### src/rtl/apb_cmd_bridge_pkg.sv
`default_nettype none
// ============================================================================
// Module   : apb_bridge_pkg
// Purpose  : Shared types and constants for the command-to-APB bridge:
//            FSM state encodings, the default timeout read-data pattern and
//            the wait-counter width helper.
// Ports    : none (package)
// Revision : 1.0 - initial release
// ============================================================================
package apb_bridge_pkg;

    // Fixed encodings so that existing debug tooling decoding the raw state
    // bits keeps working.
    localparam logic [1:0] C_ST_IDLE   = 2'd0;
    localparam logic [1:0] C_ST_SETUP  = 2'd1;
    localparam logic [1:0] C_ST_ACCESS = 2'd2;
    localparam logic [1:0] C_ST_RESP   = 2'd3;

    typedef enum logic [1:0] {
        ST_IDLE   = C_ST_IDLE,
        ST_SETUP  = C_ST_SETUP,
        ST_ACCESS = C_ST_ACCESS,
        ST_RESP   = C_ST_RESP
    } apb_state_e;

    // Read data returned when a transfer is aborted by the wait timer.
    localparam logic [31:0] C_ERR_DATA_DEFAULT = 32'hDEADBEEF;

    // Width of a counter able to hold 0..timeout. A disabled timer (0) still
    // gets one bit so no zero-width vectors are ever declared.
    function automatic int cnt_width(input int timeout);
        if (timeout < 1) begin
            return 1;
        end
        return $clog2(timeout + 1);
    endfunction

endpackage : apb_bridge_pkg
`default_nettype wire

### src/rtl/apb_cmd_bridge_if.sv
`default_nettype none
// ============================================================================
// Module   : apb_cmd_bridge_if
// Purpose  : Bundles the command channel, the response channel and the APB3
//            master bus of the bridge.
// Ports    : cmd_valid/cmd_ready/cmd_write/cmd_addr/cmd_wdata - command in
//            rsp_valid/rsp_ready/rsp_rdata/rsp_err            - response out
//            psel/penable/pwrite/paddr/pwdata                 - APB request
//            prdata/pready/pslverr                            - APB return
//            modport master : the bridge itself
//            modport slave  : the environment (command source, response
//                             sink and APB slave)
// Revision : 1.0 - initial release
// ============================================================================
interface apb_cmd_bridge_if #(
    parameter int ADDR_W = 12,
    parameter int DATA_W = 32
);
    // Command channel
    logic              cmd_valid;
    logic              cmd_ready;
    logic              cmd_write;
    logic [ADDR_W-1:0] cmd_addr;
    logic [DATA_W-1:0] cmd_wdata;
    // Response channel
    logic              rsp_valid;
    logic              rsp_ready;
    logic [DATA_W-1:0] rsp_rdata;
    logic              rsp_err;
    // APB3 bus
    logic              psel;
    logic              penable;
    logic              pwrite;
    logic [ADDR_W-1:0] paddr;
    logic [DATA_W-1:0] pwdata;
    logic [DATA_W-1:0] prdata;
    logic              pready;
    logic              pslverr;

    modport master (
        input  cmd_valid, cmd_write, cmd_addr, cmd_wdata,
        input  rsp_ready,
        input  prdata, pready, pslverr,
        output cmd_ready,
        output rsp_valid, rsp_rdata, rsp_err,
        output psel, penable, pwrite, paddr, pwdata
    );

    modport slave (
        output cmd_valid, cmd_write, cmd_addr, cmd_wdata,
        output rsp_ready,
        output prdata, pready, pslverr,
        input  cmd_ready,
        input  rsp_valid, rsp_rdata, rsp_err,
        input  psel, penable, pwrite, paddr, pwdata
    );

endinterface : apb_cmd_bridge_if
`default_nettype wire

### src/rtl/apb_cmd_bridge_wait_timer.sv
`default_nettype none
// ============================================================================
// Module   : apb_wait_timer
// Purpose  : Counts APB ACCESS cycles spent waiting on pready and flags when
//            the configured limit is reached. A limit of 0 never expires.
// Ports    : pclk      in  - clock
//            prstn     in  - asynchronous active-low reset
//            clear_i   in  - synchronous clear (start of a new transfer)
//            en_i      in  - count one wait cycle
//            expired_o out - counter has reached TIMEOUT
// Revision : 1.0 - initial release
// ============================================================================
module apb_wait_timer
    import apb_bridge_pkg::*;
#(
    parameter int TIMEOUT = 16
) (
    input  wire logic pclk,
    input  wire logic prstn,
    input  wire logic clear_i,
    input  wire logic en_i,
    output logic      expired_o
);

    localparam int W = cnt_width(TIMEOUT);

    logic [W-1:0] cnt_q;
    logic [W-1:0] cnt_d;

    // Saturate at the limit so a stalled FSM can never wrap the count.
    always_comb begin
        cnt_d = cnt_q;
        if (clear_i) begin
            cnt_d = '0;
        end else if (en_i && !expired_o) begin
            cnt_d = cnt_q + W'(1);
        end
    end

    always_ff @(posedge pclk or negedge prstn) begin
        if (!prstn) begin
            cnt_q <= '0;
        end else begin
            cnt_q <= cnt_d;
        end
    end

    generate
        if (TIMEOUT != 0) begin : g_timeout_on
            localparam logic [W-1:0] C_LIMIT = W'(TIMEOUT);
            assign expired_o = (cnt_q == C_LIMIT);
        end else begin : g_timeout_off
            assign expired_o = 1'b0;
        end
    endgenerate

endmodule : apb_wait_timer
`default_nettype wire

### src/rtl/apb_cmd_bridge.sv
`default_nettype none
// ============================================================================
// Module   : apb_cmd_bridge
// Purpose  : Command-to-APB3 master bridge. Accepts one register read/write
//            command at a time on a valid/ready channel, runs the APB
//            SETUP/ACCESS sequence, and returns read data and status on a
//            valid/ready response channel. Optional wait-state timeout.
// Ports    : pclk  in  - clock
//            prstn in  - asynchronous active-low reset
//            bus   if  - apb_cmd_bridge_if.master (command, response, APB)
// Revision : 1.0 - initial release
// ============================================================================
module apb_cmd_bridge
    import apb_bridge_pkg::*;
#(
    parameter int                ADDR_W   = 12,
    parameter int                DATA_W   = 32,
    parameter int                TIMEOUT  = 16,
    parameter logic [DATA_W-1:0] ERR_DATA = DATA_W'(C_ERR_DATA_DEFAULT)
) (
    input  wire logic         pclk,
    input  wire logic         prstn,
    apb_cmd_bridge_if.master  bus
);

    apb_state_e        state_q,     state_d;
    logic              cmd_ready_q, cmd_ready_d;
    logic              rsp_valid_q, rsp_valid_d;
    logic [DATA_W-1:0] rsp_rdata_q, rsp_rdata_d;
    logic              rsp_err_q,   rsp_err_d;
    logic              psel_q,      psel_d;
    logic              penable_q,   penable_d;
    logic              pwrite_q,    pwrite_d;
    logic [ADDR_W-1:0] paddr_q,     paddr_d;
    logic [DATA_W-1:0] pwdata_q,    pwdata_d;

    logic w_timer_clr;
    logic w_timer_en;
    logic w_timer_expired;

    apb_wait_timer #(
        .TIMEOUT (TIMEOUT)
    ) u_wait_timer (
        .pclk      (pclk),
        .prstn     (prstn),
        .clear_i   (w_timer_clr),
        .en_i      (w_timer_en),
        .expired_o (w_timer_expired)
    );

    always_comb begin
        state_d     = state_q;
        cmd_ready_d = cmd_ready_q;
        rsp_valid_d = rsp_valid_q;
        rsp_rdata_d = rsp_rdata_q;
        rsp_err_d   = rsp_err_q;
        psel_d      = psel_q;
        penable_d   = penable_q;
        pwrite_d    = pwrite_q;
        paddr_d     = paddr_q;
        pwdata_d    = pwdata_q;
        w_timer_clr = 1'b0;
        w_timer_en  = 1'b0;

        case (state_q)
            ST_IDLE: begin
                if (bus.cmd_valid) begin
                    pwrite_d    = bus.cmd_write;
                    paddr_d     = bus.cmd_addr;
                    pwdata_d    = bus.cmd_wdata;
                    psel_d      = 1'b1;
                    cmd_ready_d = 1'b0;
                    w_timer_clr = 1'b1;
                    state_d     = ST_SETUP;
                end
            end

            ST_SETUP: begin
                penable_d = 1'b1;
                state_d   = ST_ACCESS;
            end

            ST_ACCESS: begin
                // A slave completing in the very cycle the limit is reached
                // still wins over the abort.
                if (bus.pready) begin
                    rsp_rdata_d = pwrite_q ? '0 : bus.prdata;
                    rsp_err_d   = bus.pslverr;
                    psel_d      = 1'b0;
                    penable_d   = 1'b0;
                    rsp_valid_d = 1'b1;
                    state_d     = ST_RESP;
                end else if (w_timer_expired) begin
                    rsp_rdata_d = pwrite_q ? '0 : ERR_DATA;
                    rsp_err_d   = 1'b1;
                    psel_d      = 1'b0;
                    penable_d   = 1'b0;
                    rsp_valid_d = 1'b1;
                    state_d     = ST_RESP;
                end else begin
                    w_timer_en = 1'b1;
                end
            end

            ST_RESP: begin
                if (bus.rsp_ready) begin
                    rsp_valid_d = 1'b0;
                    cmd_ready_d = 1'b1;
                    state_d     = ST_IDLE;
                end
            end

            default: begin
                state_d     = ST_IDLE;
                cmd_ready_d = 1'b1;
                rsp_valid_d = 1'b0;
                psel_d      = 1'b0;
                penable_d   = 1'b0;
            end
        endcase
    end

    always_ff @(posedge pclk or negedge prstn) begin
        if (!prstn) begin
            state_q     <= ST_IDLE;
            cmd_ready_q <= 1'b1;
            rsp_valid_q <= 1'b0;
            rsp_rdata_q <= '0;
            rsp_err_q   <= 1'b0;
            psel_q      <= 1'b0;
            penable_q   <= 1'b0;
            pwrite_q    <= 1'b0;
            paddr_q     <= '0;
            pwdata_q    <= '0;
        end else begin
            state_q     <= state_d;
            cmd_ready_q <= cmd_ready_d;
            rsp_valid_q <= rsp_valid_d;
            rsp_rdata_q <= rsp_rdata_d;
            rsp_err_q   <= rsp_err_d;
            psel_q      <= psel_d;
            penable_q   <= penable_d;
            pwrite_q    <= pwrite_d;
            paddr_q     <= paddr_d;
            pwdata_q    <= pwdata_d;
        end
    end

    assign bus.cmd_ready = cmd_ready_q;
    assign bus.rsp_valid = rsp_valid_q;
    assign bus.rsp_rdata = rsp_rdata_q;
    assign bus.rsp_err   = rsp_err_q;
    assign bus.psel      = psel_q;
    assign bus.penable   = penable_q;
    assign bus.pwrite    = pwrite_q;
    assign bus.paddr     = paddr_q;
    assign bus.pwdata    = pwdata_q;

endmodule : apb_cmd_bridge
`default_nettype wire

### src/flat_wrapper.sv
// flat-port wrapper written by rule: the top's interface ports become plain ports
module apb_cmd_bridge_flat import apb_bridge_pkg::*;
#(
    parameter int                ADDR_W   = 12,
    parameter int                DATA_W   = 32,
    parameter int                TIMEOUT  = 16,
    parameter logic [DATA_W-1:0] ERR_DATA = DATA_W'(C_ERR_DATA_DEFAULT)
)
  (pclk, prstn, bus_cmd_valid, bus_cmd_write, bus_cmd_addr, bus_cmd_wdata, bus_rsp_ready, bus_prdata, bus_pready, bus_pslverr, bus_cmd_ready, bus_rsp_valid, bus_rsp_rdata, bus_rsp_err, bus_psel, bus_penable, bus_pwrite, bus_paddr, bus_pwdata);
  apb_cmd_bridge_if #(.ADDR_W(ADDR_W), .DATA_W(DATA_W)) bus_i ();
  input  wire logic pclk;
  input  wire logic prstn;
  input wire logic [$bits(bus_i.cmd_valid)-1:0] bus_cmd_valid;
  input wire logic [$bits(bus_i.cmd_write)-1:0] bus_cmd_write;
  input wire logic [$bits(bus_i.cmd_addr)-1:0] bus_cmd_addr;
  input wire logic [$bits(bus_i.cmd_wdata)-1:0] bus_cmd_wdata;
  input wire logic [$bits(bus_i.rsp_ready)-1:0] bus_rsp_ready;
  input wire logic [$bits(bus_i.prdata)-1:0] bus_prdata;
  input wire logic [$bits(bus_i.pready)-1:0] bus_pready;
  input wire logic [$bits(bus_i.pslverr)-1:0] bus_pslverr;
  output wire logic [$bits(bus_i.cmd_ready)-1:0] bus_cmd_ready;
  output wire logic [$bits(bus_i.rsp_valid)-1:0] bus_rsp_valid;
  output wire logic [$bits(bus_i.rsp_rdata)-1:0] bus_rsp_rdata;
  output wire logic [$bits(bus_i.rsp_err)-1:0] bus_rsp_err;
  output wire logic [$bits(bus_i.psel)-1:0] bus_psel;
  output wire logic [$bits(bus_i.penable)-1:0] bus_penable;
  output wire logic [$bits(bus_i.pwrite)-1:0] bus_pwrite;
  output wire logic [$bits(bus_i.paddr)-1:0] bus_paddr;
  output wire logic [$bits(bus_i.pwdata)-1:0] bus_pwdata;
  assign bus_i.cmd_valid = bus_cmd_valid;
  assign bus_i.cmd_write = bus_cmd_write;
  assign bus_i.cmd_addr = bus_cmd_addr;
  assign bus_i.cmd_wdata = bus_cmd_wdata;
  assign bus_i.rsp_ready = bus_rsp_ready;
  assign bus_i.prdata = bus_prdata;
  assign bus_i.pready = bus_pready;
  assign bus_i.pslverr = bus_pslverr;
  assign bus_cmd_ready = bus_i.cmd_ready;
  assign bus_rsp_valid = bus_i.rsp_valid;
  assign bus_rsp_rdata = bus_i.rsp_rdata;
  assign bus_rsp_err = bus_i.rsp_err;
  assign bus_psel = bus_i.psel;
  assign bus_penable = bus_i.penable;
  assign bus_pwrite = bus_i.pwrite;
  assign bus_paddr = bus_i.paddr;
  assign bus_pwdata = bus_i.pwdata;
  apb_cmd_bridge #(.ADDR_W(ADDR_W), .DATA_W(DATA_W), .TIMEOUT(TIMEOUT), .ERR_DATA(ERR_DATA)) u_core (.pclk(pclk), .prstn(prstn), .bus(bus_i));
endmodule
### config.mk
export PLATFORM = sky130hd
export DESIGN_NAME = apb_cmd_bridge_flat
export DESIGN_NICKNAME = d
export VERILOG_FILES = /design/src/rtl/apb_cmd_bridge_pkg.sv /design/src/rtl/apb_cmd_bridge_if.sv /design/src/rtl/apb_cmd_bridge_wait_timer.sv /design/src/rtl/apb_cmd_bridge.sv /design/src/flat_wrapper.sv
export SDC_FILE = /design/constraint.sdc
export NUM_CORES = 1
export LEC_CHECK = 0
export ABC_CLOCK_PERIOD_IN_PS = 2200
export BUFFER_PORTS_ARGS = -buffer_cell sky130_fd_sc_hd__buf_2
export CAP_MARGIN = 20
export CORE_ASPECT_RATIO = 0.5
export CORE_UTILIZATION = 49
export CTS_BUF_LIST = sky130_fd_sc_hd__clkbuf_8
export DETAILED_ROUTE_END_ITERATION = 8
export GPL_TIMING_DRIVEN = 1
export PLACE_DENSITY_LB_ADDON = 0.15
export SLEW_MARGIN = 25
export SYNTH_ARGS = -nofsm -noshare
export SYNTH_HDL_FRONTEND = slang
export SYNTH_SLANG_ARGS = --single-unit
export TNS_END_PERCENT = 1
### constraint.sdc
create_clock -name pclk -period 2.2 [get_ports pclk]
set_input_delay 0.22 -clock pclk [delete_from_list [all_inputs] [get_ports pclk]]
set_output_delay 0.22 -clock pclk [all_outputs]
set_load 0.01 [all_outputs]
==> flow_summary.yaml <==
outcome:
  status: "finished clean"
detailed_routing:
  ant_nets: 0
  dr.pass1.iters: 4
  via_per_inst: 5.171
  drc: 0
  wl_per_cell_um: 15.33
  routed-via-count: 2756
  drt_iter0_drc: 103
  wl_um: 8170
setup_path:
  cp_max_fo: 33
  worst_path_largest_cell_delay_ns: 0.73
  critical_path_buf_inv_count: 1
  crit_family: "compound AO/OA/AOI/OAI gates"
  end_kind: "register"
  cp-start-kind: "register"
  cp.required_ns: 2.49
  path_cells: "inv_1 -> ha_1 -> and4bb_1 -> o21ai_4 -> a22o_1"
  critPathSlowestCell: "o21ai_4"
  crit_arrival_ns: 2.33
  criticalPathCategory: "register to register"
logic_synthesis:
  ys_types: 32
  netlist_instances: 271
  async_flop_share_pct: 100.0
  synth_top_cell_by_area: "dfrtp_1"
  ys.flop_type: "dfrtp_1"
  avgSynthCellArea_um2: 13.99
  yosysMostFrequentCell: "dfrtp_1"
  ys_ff_latch: 89
  ys_top_cells_by_area: "dfrtp_1 58%, mux2_2 13%, mux2i_1 6.3%"
  yosysWarnings: 0
  synth-edff-count: 0
  synth_nets: 360
  synth_area_um2: 3791
  ys_seq_area_share_pct: 58.78
  ys_top_cells_by_count: "88 x dfrtp_1, 45 x mux2_2, 25 x o2bb2ai_1"
  yosysTopAreaCellShare_pct: 58.09
timing:
  hold_slack_ns: 0.07645
  drv_slew: 0
  tns_ns: 0
  setup_violations: 0
  min_period_over_period_pct: 92.32
  clock_skew_ns: 0.009368
  rsz0062_at_grt: "false"
  max_freq_mhz: 492.4
  worst_slew_pin_slew_ns: 0.8914
  slew_headroom_pct: 40.35
  hold_violations: 0
  layout_setup_ws_ns: 0.1689
  period_minus_slack_ns: 2.031
hold_path:
  hp-class: "primary input to register"
placed_design:
  dpl_cell_area_um2: 4676
  placed_cells: 516
  port_buffers: 164
  finalWeightedCongestion: 0.7577
  dp_hpwl_um: 5742
  dp_slack_ns: 0.1712
final_layout:
  fin_area_um2: 4888
  nets: 521
  final_util_pct: 66.02
  drive_above_1_share_pct: 54.00
  synthToLayoutAreaGrowth_pct: 28.94
  final_cells: 533
  antenna_cells: 0
  fill_cells: 603
pwr:
  power_density_nw_per_um2: 1341
  clock_power_share_pct: 17.4
  p_total_mw: 6.558
  leakage_nw: 2.447
  swShare_pct: 34.65
  internal_power_mw: 4.285
  p_sw_mw: 2.272
  ir_worst_vdd_mv: 0.7286
  power_frac_seq_pct: 42.5
  combPwrFrac_pct: 40.1
die:
  die_w_um: 126.4
  fp.dieArea_um2: 8114
  core-area_um2: 7405
  rows: 22
  die_h_um: 64.20
  boundaryPins: 165
  start_util_pct: 51.20
global_route:
  antenna_found_initial: 0
  grt_overflow_total: 0
  grtUsageTotal_pct: 21.47
  grt_max_degree: 69
  grt_pass1_vias: 2753
  grt_pass1_wl_um: 13390
clocking:
  cts_resized: 0
  cts_buffers: 9
  cts_htree_levels: 3
  cts_root_buf: "clkbuf_8"
  clock-sinks: 89
  cts_buffer_depth: 2
  clkLatencyLatePin_ns: 0.36
  cts_tree: "done"
  clkTransAtPathRegs_ns: 0.09
flow_run:
  maxCapViolations: 0
cell type report:
type	count	area [µm²]	share of cell area [%]
flip-flops and latches	89	2228	45.58
multi-input cells	155	1415	28.95
repair buffers	170	895.9	18.33
clock buffers	10	137.6	2.815
well taps	96	120.1	2.457
clock inverters	6	65.06	1.331
inverters	7	26.28	0.5375
cells in the final DEF, fill, tap and decap left out, types with 2 or more instances in the layout:
master     instances
a21oi_1            7
a22o_1             9
buf_12             2
buf_2            163
buf_4              4
clkbuf_8          10
clkinv_2           2
dfrtp_1           88
ha_1               6
inv_1              7
mux2_2            45
mux2i_1           24
nand2_1            6
nand2b_1           3
nand3_1            3
nand3b_1           2
nor2_1             5
o21ai_0            7
o2bb2ai_1         25
or3_1              2
power by group through the flow:
stage / combinational, mW / clock [mW] / sequential [mW]
global route: 2.87 / 1.25 / 2.89
CTS: 2.67 / 1.16 / 2.79
floorplan: 1.27 / 0 / 3.11
global placement: 2.56 / 0 / 2.77
finish: 2.63 / 1.14 / 2.78
detailed placement: 2.66 / 0 / 2.81
logic make-up after synthesis:
family | count (synthesis) | share of synthesized area [%]
flops | 89 | 58.78
compound gates | 53 | 11.39
buf+inv | 27 | 3.928
simple gates | 26 | 3.828
fa+ha+maj | 6 | 1.980
mux | 70 | 20.10
worst reg2reg max path: stages, from the launching register on:
cell	delay, ns
dfrtp_1	0.39
inv_1	0.07
ha_1	0.21
and4bb_1	0.29
o21ai_4	0.73
a22o_1	0.29
state kept, by name, indices dropped and copies added (netlist names):
| signal | count |
|---|---|
| u_core.bus.cmd_ready | 1 |
| u_core.bus.paddr | 12 |
| u_core.bus.penable | 1 |
| u_core.bus.psel | 1 |
| u_core.bus.pwdata | 32 |
| u_core.bus.pwrite | 1 |
| u_core.bus.rsp_err | 1 |
| u_core.bus.rsp_rdata | 32 |
| u_core.bus.rsp_valid | 1 |
| u_core.state_q | 2 |
| u_core.u_wait_timer.cnt_q | 5 |
repair_timing:
item / CTS / global route
hold buffers: 1 / 0
buffers inserted: 0 / 0
endpoints found under the hold margin: 21 / 0
final timing paths:
check	startpoint	end	slack [ns]	cells after the start
max	u_core.u_wait_timer.cnt_q[0]$_DFFE_PN0P_	u_core.bus.rsp_rdata[4]$_DFFE_PN0P_	0.17	5
min	bus_prdata[29]	u_core.bus.rsp_rdata[29]$_DFFE_PN0P_	0.08	2
max reg2reg	u_core.u_wait_timer.cnt_q[0]$_DFFE_PN0P_	u_core.bus.rsp_rdata[4]$_DFFE_PN0P_	0.17	5
min reg2reg	u_core.bus.rsp_rdata[21]$_DFFE_PN0P_	u_core.bus.rsp_rdata[21]$_DFFE_PN0P_	0.49	1
max in group asynchronous	prstn	u_core.bus.cmd_ready$_DFFE_PN1P_	1.21	3
min in group asynchronous	prstn	u_core.bus.rsp_rdata[18]$_DFFE_PN0P_	0.29	2
routing by layer:
| metal | GRT usage (%) | vias to the layer above | part of all wire [%] |
|---|---|---|---|
| met5 | 0 | - | 0 |
| met4 | 4.518 | 0 | 0.42 |
| met3 | 9.548 | 4 | 8.3 |
| met2 | 35.15 | 98 | 47 |
| met1 | 26.41 | 1349 | 44 |
| li1 | - | 1305 | - |
(Power assumes the default switching activity.)
